<file path="src/rtl/record_pkg.sv">
// Shared record-link definitions for record_serializer_tx and record_deserializer_rx.
// Holds the record payload type, the kind codes, the header layout and the tx state encoding.
package record_pkg;

  localparam int unsigned REC_MAX_BYTES = 8;
  localparam int unsigned HDR_LEN_W     = 6;
  localparam int unsigned IDX_W         = $clog2(REC_MAX_BYTES + 1);
  localparam int unsigned PAY_IDX_W     = $clog2(REC_MAX_BYTES);

  typedef enum logic [1:0] {
    NOP  = 2'd0,
    DATA = 2'd1,
    ADDR = 2'd2,
    CTRL = 2'd3
  } kind_e;

  typedef struct packed {
    kind_e                         kind;
    logic [7:0]                    len;
    logic [REC_MAX_BYTES-1:0][7:0] payload;
  } rec_t;

  typedef enum logic [1:0] {
    ST_IDLE = 2'd0,
    ST_HDR  = 2'd1,
    ST_PAY  = 2'd2,
    ST_CHK  = 2'd3
  } tx_state_e;

  // Header byte: kind in the top two bits, effective length below.
  function automatic logic [7:0] hdr_byte(kind_e kind, logic [HDR_LEN_W-1:0] len);
    return {kind, len};
  endfunction

endpackage

</file>
<file path="src/rtl/record_tx_out_reg.sv">
// Single-entry valid/ready holding register for the serialized byte stream.
// A load always wins; otherwise a taken beat empties the slot and clears the markers.
module record_tx_out_reg (
  input  logic       clk,
  input  logic       rst_n,
  input  logic       load_i,
  input  logic [7:0] data_i,
  input  logic       sof_i,
  input  logic       eof_i,
  input  logic       ready_i,
  output logic       valid_o,
  output logic [7:0] data_o,
  output logic       sof_o,
  output logic       eof_o
);

  logic       valid_q, valid_d;
  logic [7:0] data_q, data_d;
  logic       sof_q, sof_d;
  logic       eof_q, eof_d;

  always_comb begin
    valid_d = valid_q;
    data_d  = data_q;
    sof_d   = sof_q;
    eof_d   = eof_q;
    if (load_i) begin
      valid_d = 1'b1;
      data_d  = data_i;
      sof_d   = sof_i;
      eof_d   = eof_i;
    end else if (valid_q && ready_i) begin
      valid_d = 1'b0;
      data_d  = 8'h00;
      sof_d   = 1'b0;
      eof_d   = 1'b0;
    end
  end

  always_ff @(posedge clk or negedge rst_n) begin
    if (!rst_n) begin
      valid_q <= 1'b0;
      data_q  <= 8'h00;
      sof_q   <= 1'b0;
      eof_q   <= 1'b0;
    end else begin
      valid_q <= valid_d;
      data_q  <= data_d;
      sof_q   <= sof_d;
      eof_q   <= eof_d;
    end
  end

  assign valid_o = valid_q;
  assign data_o  = data_q;
  assign sof_o   = sof_q;
  assign eof_o   = eof_q;

endmodule

</file>
<file path="src/rtl/record_serializer_tx.sv">
// Record serializer: one record per handshake out as header, payload bytes, XOR checksum.
// The output register is loaded on the edge that enters each state, so every beat is registered.
module record_serializer_tx
  import record_pkg::*;
#(
  parameter int unsigned MAX_BYTES = 8
) (
  input  logic       clk,
  input  logic       rst_n,
  input  logic       in_valid,
  output logic       in_ready,
  input  rec_t       in_rec,
  output logic       out_valid,
  input  logic       out_ready,
  output logic [7:0] out_data,
  output logic       out_sof,
  output logic       out_eof,
  output logic       err_len,
  output logic       busy
);

  if (MAX_BYTES < 1 || MAX_BYTES > REC_MAX_BYTES) begin : g_bad_max_bytes
    $fatal(1, "record_serializer_tx: MAX_BYTES out of range 1..REC_MAX_BYTES");
  end

  tx_state_e state_q, state_d;

  logic [REC_MAX_BYTES-1:0][7:0] payload_q, payload_d;
  logic [IDX_W-1:0]              efflen_q, efflen_d;
  logic [IDX_W-1:0]              idx_q, idx_d;
  logic [7:0]                    chk_q, chk_d;
  logic                          in_ready_q, in_ready_d;
  logic                          err_len_q, err_len_d;
  logic                          busy_q, busy_d;

  logic                          accept;
  logic                          reject;
  logic                          beat_hs;
  logic [IDX_W-1:0]              in_efflen;
  logic [IDX_W-1:0]              idx_inc;
  logic                          ld;
  logic [7:0]                    ld_data;
  logic                          ld_sof;
  logic                          ld_eof;

  assign accept    = in_valid && in_ready_q;
  assign reject    = (in_rec.kind != NOP) && (in_rec.len > 8'(MAX_BYTES));
  assign beat_hs   = out_valid && out_ready;
  // NOP carries no payload whatever its len field says.
  assign in_efflen = (in_rec.kind == NOP) ? '0 : IDX_W'(in_rec.len);
  assign idx_inc   = idx_q + IDX_W'(1);

  // State register.
  always_ff @(posedge clk or negedge rst_n) begin
    if (!rst_n) begin
      state_q <= ST_IDLE;
    end else begin
      state_q <= state_d;
    end
  end

  // Next-state logic.
  always_comb begin
    state_d = state_q;
    case (state_q)
      ST_IDLE: if (accept && !reject) state_d = ST_HDR;
      ST_HDR:  if (beat_hs) state_d = (efflen_q != '0) ? ST_PAY : ST_CHK;
      ST_PAY:  if (beat_hs && (idx_inc == efflen_q)) state_d = ST_CHK;
      ST_CHK:  if (beat_hs) state_d = ST_IDLE;
      default: state_d = ST_IDLE;
    endcase
  end

  // Datapath and output-register load for the byte of the state being entered.
  always_comb begin
    payload_d  = payload_q;
    efflen_d   = efflen_q;
    idx_d      = idx_q;
    chk_d      = chk_q;
    err_len_d  = 1'b0;
    ld         = 1'b0;
    ld_data    = 8'h00;
    ld_sof     = 1'b0;
    ld_eof     = 1'b0;
    in_ready_d = (state_d == ST_IDLE);
    busy_d     = (state_d != ST_IDLE);
    case (state_q)
      ST_IDLE: begin
        if (accept) begin
          payload_d = in_rec.payload;
          efflen_d  = in_efflen;
          idx_d     = '0;
          chk_d     = 8'h00;
          if (reject) begin
            err_len_d = 1'b1;
          end else begin
            ld      = 1'b1;
            ld_data = hdr_byte(in_rec.kind, HDR_LEN_W'(in_efflen));
            ld_sof  = 1'b1;
          end
        end
      end
      ST_HDR: begin
        if (beat_hs) begin
          chk_d = chk_q ^ out_data;
          ld    = 1'b1;
          if (efflen_q != '0) begin
            ld_data = payload_q[0];
          end else begin
            ld_data = chk_d;
            ld_eof  = 1'b1;
          end
        end
      end
      ST_PAY: begin
        if (beat_hs) begin
          chk_d = chk_q ^ out_data;
          idx_d = idx_inc;
          ld    = 1'b1;
          if (idx_inc == efflen_q) begin
            ld_data = chk_d;
            ld_eof  = 1'b1;
          end else begin
            ld_data = payload_q[idx_inc[PAY_IDX_W-1:0]];
          end
        end
      end
      default: ;
    endcase
  end

  always_ff @(posedge clk or negedge rst_n) begin
    if (!rst_n) begin
      payload_q  <= '0;
      efflen_q   <= '0;
      idx_q      <= '0;
      chk_q      <= 8'h00;
      in_ready_q <= 1'b0;
      err_len_q  <= 1'b0;
      busy_q     <= 1'b0;
    end else begin
      payload_q  <= payload_d;
      efflen_q   <= efflen_d;
      idx_q      <= idx_d;
      chk_q      <= chk_d;
      in_ready_q <= in_ready_d;
      err_len_q  <= err_len_d;
      busy_q     <= busy_d;
    end
  end

  record_tx_out_reg u_out_reg (
    .clk     (clk),
    .rst_n   (rst_n),
    .load_i  (ld),
    .data_i  (ld_data),
    .sof_i   (ld_sof),
    .eof_i   (ld_eof),
    .ready_i (out_ready),
    .valid_o (out_valid),
    .data_o  (out_data),
    .sof_o   (out_sof),
    .eof_o   (out_eof)
  );

  assign in_ready = in_ready_q;
  assign err_len  = err_len_q;
  assign busy     = busy_q;

endmodule

</file>
<file path="config.mk">
export PLATFORM = sky130hd
export DESIGN_NAME = record_serializer_tx
export DESIGN_NICKNAME = d
export VERILOG_FILES = /design/src/rtl/record_pkg.sv /design/src/rtl/record_tx_out_reg.sv /design/src/rtl/record_serializer_tx.sv
export SDC_FILE = /design/constraint.sdc
export NUM_CORES = 1
export LEC_CHECK = 0
export ABC_AREA = 1
export CAP_MARGIN = 0
export CORE_UTILIZATION = 53
export CTS_CLUSTER_DIAMETER = 120
export CTS_CLUSTER_SIZE = 24
export DETAILED_ROUTE_END_ITERATION = 7
export GPL_ROUTABILITY_DRIVEN = 0
export GPL_TIMING_DRIVEN = 1
export PLACE_DENSITY = 0.8
export SLEW_MARGIN = 20
export SYNTH_ARGS = -nofsm -noshare
export SYNTH_HDL_FRONTEND = slang
export SYNTH_SLANG_ARGS = --single-unit
</file>
<file path="constraint.sdc">
create_clock -name clk -period 2 [get_ports clk]
set_input_delay 0.4 -clock clk [delete_from_list [all_inputs] [get_ports clk]]
set_output_delay 0.4 -clock clk [all_outputs]
set_load 0.005 [all_outputs]
</file>
Yosys cells after proc, flatten, opt, wreduce, memory -nomap -nowiden
Index checks and enable logic that the tools add are counted.
Storage, ports and cells
  output and inout port bits: 14
  bits in registers: 96
Operators by class
  bitwise operators: 1
  reductions and logical operators: 19
  equality and inequality tests: 7
  mux-type cells: 41
  add/subtract/negate cells: 1
  magnitude comparators: 2
Operators with widths (count)
  $mux W8: 11
  $bmux W8 S3: 1
  $pmux W8 S3: 1
  $mux W1: 16
  $pmux W8 S2: 1
  $mux W4: 3
  $reduce_bool A2 Y1: 5
  $gt A8 B4 Y1 const B: 1
  $mux W2: 4
  $pmux W2 S4: 1
  $pmux W4 S2: 1
  $xor A8 B8 Y8: 1
  $logic_not A2 Y1: 3
  $reduce_and A3 Y1: 2
  $logic_and A1 B1 Y1: 5
  $add A4 B1 Y4 const B: 1
  $eq A2 B2 Y1 const B: 2
  $eq A4 B4 Y1: 1
  $lt A3 B4 Y1 const B: 1
  $ne A2 B2 Y1 const B: 2
  $pmux W1 S2: 2
  $reduce_bool A4 Y1: 1
  $eq A2 B1 Y1 const B: 1
  $ne A2 B1 Y1 const B: 1
  other kinds (3): 3

Longest topological paths before layout
  depth after elaboration: 7
  gate-level depth with buffers: 13
  mapped depth without buffers: 12

Hierarchy
From an unflattened synthesis, not the netlist that was laid out.
Unflattened totals
  cell total of the unflattened synthesis: 695
  area, all modules: 5038.6 um2
By module, submodules not included
  record_serializer_tx: cells an instance 648, area each 4600.7 um2, instances 1
  record_tx_out_reg: cells an instance 47, area each 437.9 um2, instances 1

Worst setup path before layout
OpenSTA, ideal clock, no wires.
  kind: flip-flop to flip-flop
  start: register idx_q[0]
  end: register u_out_reg.data_q[0], in the netlist u_out_reg.data_o[0]
  stages on the path, launching flop included: 13
  required time: 1.883 ns
  setup slack: 0.296 ns
  data arrival time: 1.587 ns
  buffers on the path: 1
  cells stage by stage: dfrtp_1 ha_1 buf_2 nand2_1 inv_1 o21ai_2 nor2_8 nand2_4 nand2_1 nand3_1 nand2_1 nand2_1 nand2_1
Between the ends
  word-level cells in the longest chain between the ends: 7
RTL lines
  from (decl): RTL line record_serializer_tx.sv:30  | logic [IDX_W-1:0] idx_q, idx_d;
  from (signal assigned): RTL line record_serializer_tx.sv:144  | idx_q <= idx_d;
  $add A4 B1 Y4 *: RTL line record_serializer_tx.sv:51  | assign idx_inc = idx_q + IDX_W'(1);
  $bmux W8 S3: RTL line record_serializer_tx.sv:124  | ld_data = payload_q[idx_inc[PAY_IDX_W-1:0]];
  $mux W8 (implied by the code): RTL line record_serializer_tx.sv:124
  $mux W8 *: RTL line record_serializer_tx.sv:120  | if (idx_inc == efflen_q) begin
  $mux W8 *: RTL line record_serializer_tx.sv:116  | if (beat_hs) begin
  $pmux W8 S3 *: RTL line record_serializer_tx.sv:87  | case (state_q)
  $mux W8 *: RTL line record_tx_out_reg.sv:27  | if (load_i) begin
  to (signal assigned): RTL line record_tx_out_reg.sv:48  | data_q <= data_d;
  to (decl): RTL line record_tx_out_reg.sv:18  | logic [7:0] data_q, data_d;
Mark *: on every way between the ends. The rest lies on a longest branch, timed or not. The select of a mux whose other input is x is not followed.
A chain may end at the register's enable or synchronous reset.

Final worst setup path
  start: register state_q[1]
  end: register u_out_reg.data_q[4], in the netlist u_out_reg.data_o[4]
Between the ends
  word-level cells in the longest chain between the ends: 4
RTL lines
  from (decl): RTL line record_serializer_tx.sv:26  | tx_state_e state_q, state_d;
  from (signal assigned): RTL line record_serializer_tx.sv:58  | state_q <= state_d;
  $eq A2 B2 Y1 or $eq A2 B1 Y1 (tied branches): RTL line record_serializer_tx.sv:87
  $reduce_or A2 Y1 (no line)
  $pmux W1 S2: RTL line record_serializer_tx.sv:87
  $mux W8 or $reduce_bool A2 Y1 (tied branches)
Parallel ways exist; a longest one is shown, timed or not.

==> impl_metrics.toml <==
[grt]
antenna_found_initial = 0
grt_pass1_vias = 4677
grt_overflow = 0
grt_start_max_net_pins = 71
grt.total_usage = 0.274
grt_pass1_wl_mm = 21.5

[power]
leakagePower_nw = 3.22
ir_worst_vdd_uv = 342
power.density_mw_per_mm2 = 536

[floorplan]
start_util = 0.550
num_rows = 35
core-area_mm2 = 0.00928
die-area_mm2 = 0.0100
dieWidth_um = 100
io_pins = 92
die_h_um = 100

[finish]
area_growth_syn_to_layout_pct = 24.9
diodes = 0
final_util = 0.687
design_area_mm2 = 0.00637
final_nets = 857
drive_above_1_share = 0.0783
fill_cells = 803

[critical_path]
path_delay_family = "simple AND/OR/NAND/NOR gates"
worstSetupPathType = "flip-flop to flip-flop"
crit_required_ns = 2.31
critPathCaptureType = "flip-flop"
cp-start-kind = "flip-flop"
startpoint = "state_q[1]"
reg2regPathDepth = 8
crit_chain = "inv_1 -> ha_1 -> inv_2 -> nor2_1 -> inv_1 -> o21ai_4 -> nand2_1 -> nand2_1"
worstPathArrival_ns = 2.15
slowest_delay_ns = 0.43
slowest_stage = "dfrtp_1"
r2r-end = "u_out_reg.data_o[4]"
reg2reg_from = "state_q[1]"
cp_max_fo = 9
reg2reg_slack_ns = 0.17
crit_buf_inv = 3

[cts]
cts_setup_buffers = 0
cts_buffers = 9
cts-root-buf = "clkbuf_8"
clk_pin_slew_worst_paths_ns = 0.09
htree_levels = 3
tritoncts = "built"
clk_latency_ns = 0.37
cts.sinks = 96
clock_path_buffers = 2

[timing]
period_share = 0.917
fin_crit_ns = 1.83
setup_violations = 0
fin_skew_ns = 0.00705
fmax_mhz = 545
worstMarginPinSlew_ns = 0.469
hold_violations = 0
rsz0062_at_grt = "no"
slew_violations = 0
max_slew_margin = 0.687

[drt]
vias = 4707
drtPass1Iterations = 5
antenna_violating_nets_post_route = 0
drc_errors = 0
wl_per_cell_um = 13.9
avgViaCountPerCell = 5.18
drtIter0Drc = 293
wl_mm = 12.7

[place]
post-dp-hpwl_mm = 9.13
portBuffers = 91
detailed_place.area_mm2 = 0.00615

[synthesis]
ys_types = 37
yosys_most_used_dff = "dfrtp_1"
synth_seq_area_share = 0.471
synth_area_per_cell_um2 = 7.44
ys_ff_latch = 96
synth_enable_flop_cells = 0
synth_warnings = 0
async_reset_ff_frac = 1.00
syn-cell-area_mm2 = 0.00510
syn_inst = 686
synthesis.nets = 769

[min_path]
min_path_type = "input port to asynchronous set/reset pin"

[run_status]
status = "complete, no violations"

[run]
maxCapViolCount = 0
per-layer routing:
metal | GRT usage | vias up | part of all wire
met5 | 0 | - | 0
met1 | 0.348 | 2196 | 0.43
met2 | 0.472 | 150 | 0.49
li1 | - | 2331 | -
met3 | 0.0390 | 30 | 0.050
met4 | 0.114 | 0 | 0.026
cell usage after synthesis, types with 2 or more instances:
cell type | number | area share
nand3_4 | 2 | 0.0069
o21ai_2 | 2 | 0.0034
o21a_1 | 4 | 0.0059
o22ai_1 | 4 | 0.0049
nor2_2 | 2 | 0.0025
buf_4 | 4 | 0.0059
dfrtp_1 | 96 | 0.47
inv_2 | 9 | 0.0066
nand3_1 | 61 | 0.060
a21oi_1 | 4 | 0.0039
inv_1 | 23 | 0.017
nor3_1 | 3 | 0.0029
o21bai_1 | 4 | 0.0059
nand2_2 | 6 | 0.0074
nand2_1 | 377 | 0.28
o211ai_1 | 2 | 0.0029
buf_6 | 3 | 0.0066
xnor2_1 | 8 | 0.014
nor2_1 | 13 | 0.0096
buf_2 | 19 | 0.019
nand3_2 | 3 | 0.0059
clkbuf_1 | 3 | 0.0022
o31ai_1 | 8 | 0.012
nand4_1 | 2 | 0.0025
o21ai_0 | 8 | 0.0078
ha_1 | 5 | 0.012
kinds of logic after synthesis:
| group | count (synthesis) | share of synthesized area |
|---|---|---|
| AOI/OAI and AO/OA | 42 | 0.0571 |
| xor gates and xnor gates | 8 | 0.0137 |
| adders and majority gates | 5 | 0.0123 |
| buffers and inverters | 61 | 0.0569 |
| DFF | 96 | 0.471 |
| and+or+nand+nor | 474 | 0.389 |
power breakdown:
group	total (mW)	switching, mW	internal, mW
Clock	1.26	0.688	0.577
Sequential	1.94	0	1.94
Combinational	0.212	0.0707	0.141
worst register-to-register path: stages, from the launching register on:
cell,delay [ns]
dfrtp_1,0.43
inv_1,0.10
ha_1,0.32
inv_2,0.09
nor2_1,0.29
inv_1,0.12
o21ai_4,0.26
nand2_1,0.10
nand2_1,0.07
flip-flops by register name, summed over array words and instances, names as in the netlist:
| register | flops |
|---|---|
| payload_q | 64 |
| chk_q | 8 |
| u_out_reg.data_o | 8 |
| efflen_q | 4 |
| idx_q | 4 |
| state_q | 2 |
| busy | 1 |
| err_len | 1 |
| in_ready | 1 |
| u_out_reg.eof_o | 1 |
| u_out_reg.sof_o | 1 |
| u_out_reg.valid_o | 1 |
how the worst max path moves through the flow:
stage / slack, ns / cells after the start / to
2_1_floorplan: 0.30 / 12 / u_out_reg.data_o[0]
3_3_place_gp: 0.05 / 9 / u_out_reg.valid_o
3_5_place_dp: -0.03 / 10 / u_out_reg.data_o[4]
4_1_cts: 0.06 / 11 / u_out_reg.data_o[0]
5_1_grt: 0.01 / 8 / u_out_reg.data_o[6]
6_report: 0.17 / 8 / u_out_reg.data_o[4]
through the flow:
step | setup TNS, ns | total power [mW] | setup WS, ns | std cells | hold WS (ns)
after floorplan | 0 | 1.99 | 0.296 | 686 | 0.104
after global placement | 0 | 2.19 | 0.0477 | 891 | 0.328
after detailed placement | -0.0706 | 2.19 | -0.0256 | 891 | 0.335
after CTS | 0 | 3.43 | 0.0612 | 908 | 0.471
after global routing | 0 | 3.52 | 0.0107 | 908 | 0.499
final | 0 | 3.42 | 0.165 | 908 | 0.481
final cells by class:
class                   instances  area, um2  area share
multi-input cells             529       2440       0.382
well taps                     129        161      0.0253
inverters                      32        125      0.0196
repair buffers                106       1060       0.166
clock inverters                 5       57.6     0.00903
clock buffers                  11        131      0.0206
flip-flops and latches         96       2400       0.377
placed cells by master, fill, tap and decap left out, drive strengths merged, types with 2 or more instances in the layout:
| cell type | instances |
|---|---|
| clkbuf | 11 |
| o21ai | 11 |
| clkinvlp | 3 |
| o31ai | 8 |
| nand3 | 66 |
| o22ai | 4 |
| a21oi | 4 |
| buf | 15 |
| o211ai | 2 |
| nor2 | 17 |
| inv | 32 |
| ha | 5 |
| dfrtp | 96 |
| nand2 | 385 |
| o21bai | 4 |
| clkdlybuf4s50 | 90 |
| nor3 | 3 |
| nand4 | 3 |
| xnor2 | 8 |
| o21a | 4 |
what timing repair did:
item                                   in CTS  in global routing
gates resized for setup                     0                  7
setup endpoints to repair                   0                 16
endpoints found under the hold margin      23                  0
hold buffers                                1                  0
(Power assumes the default switching activity.)
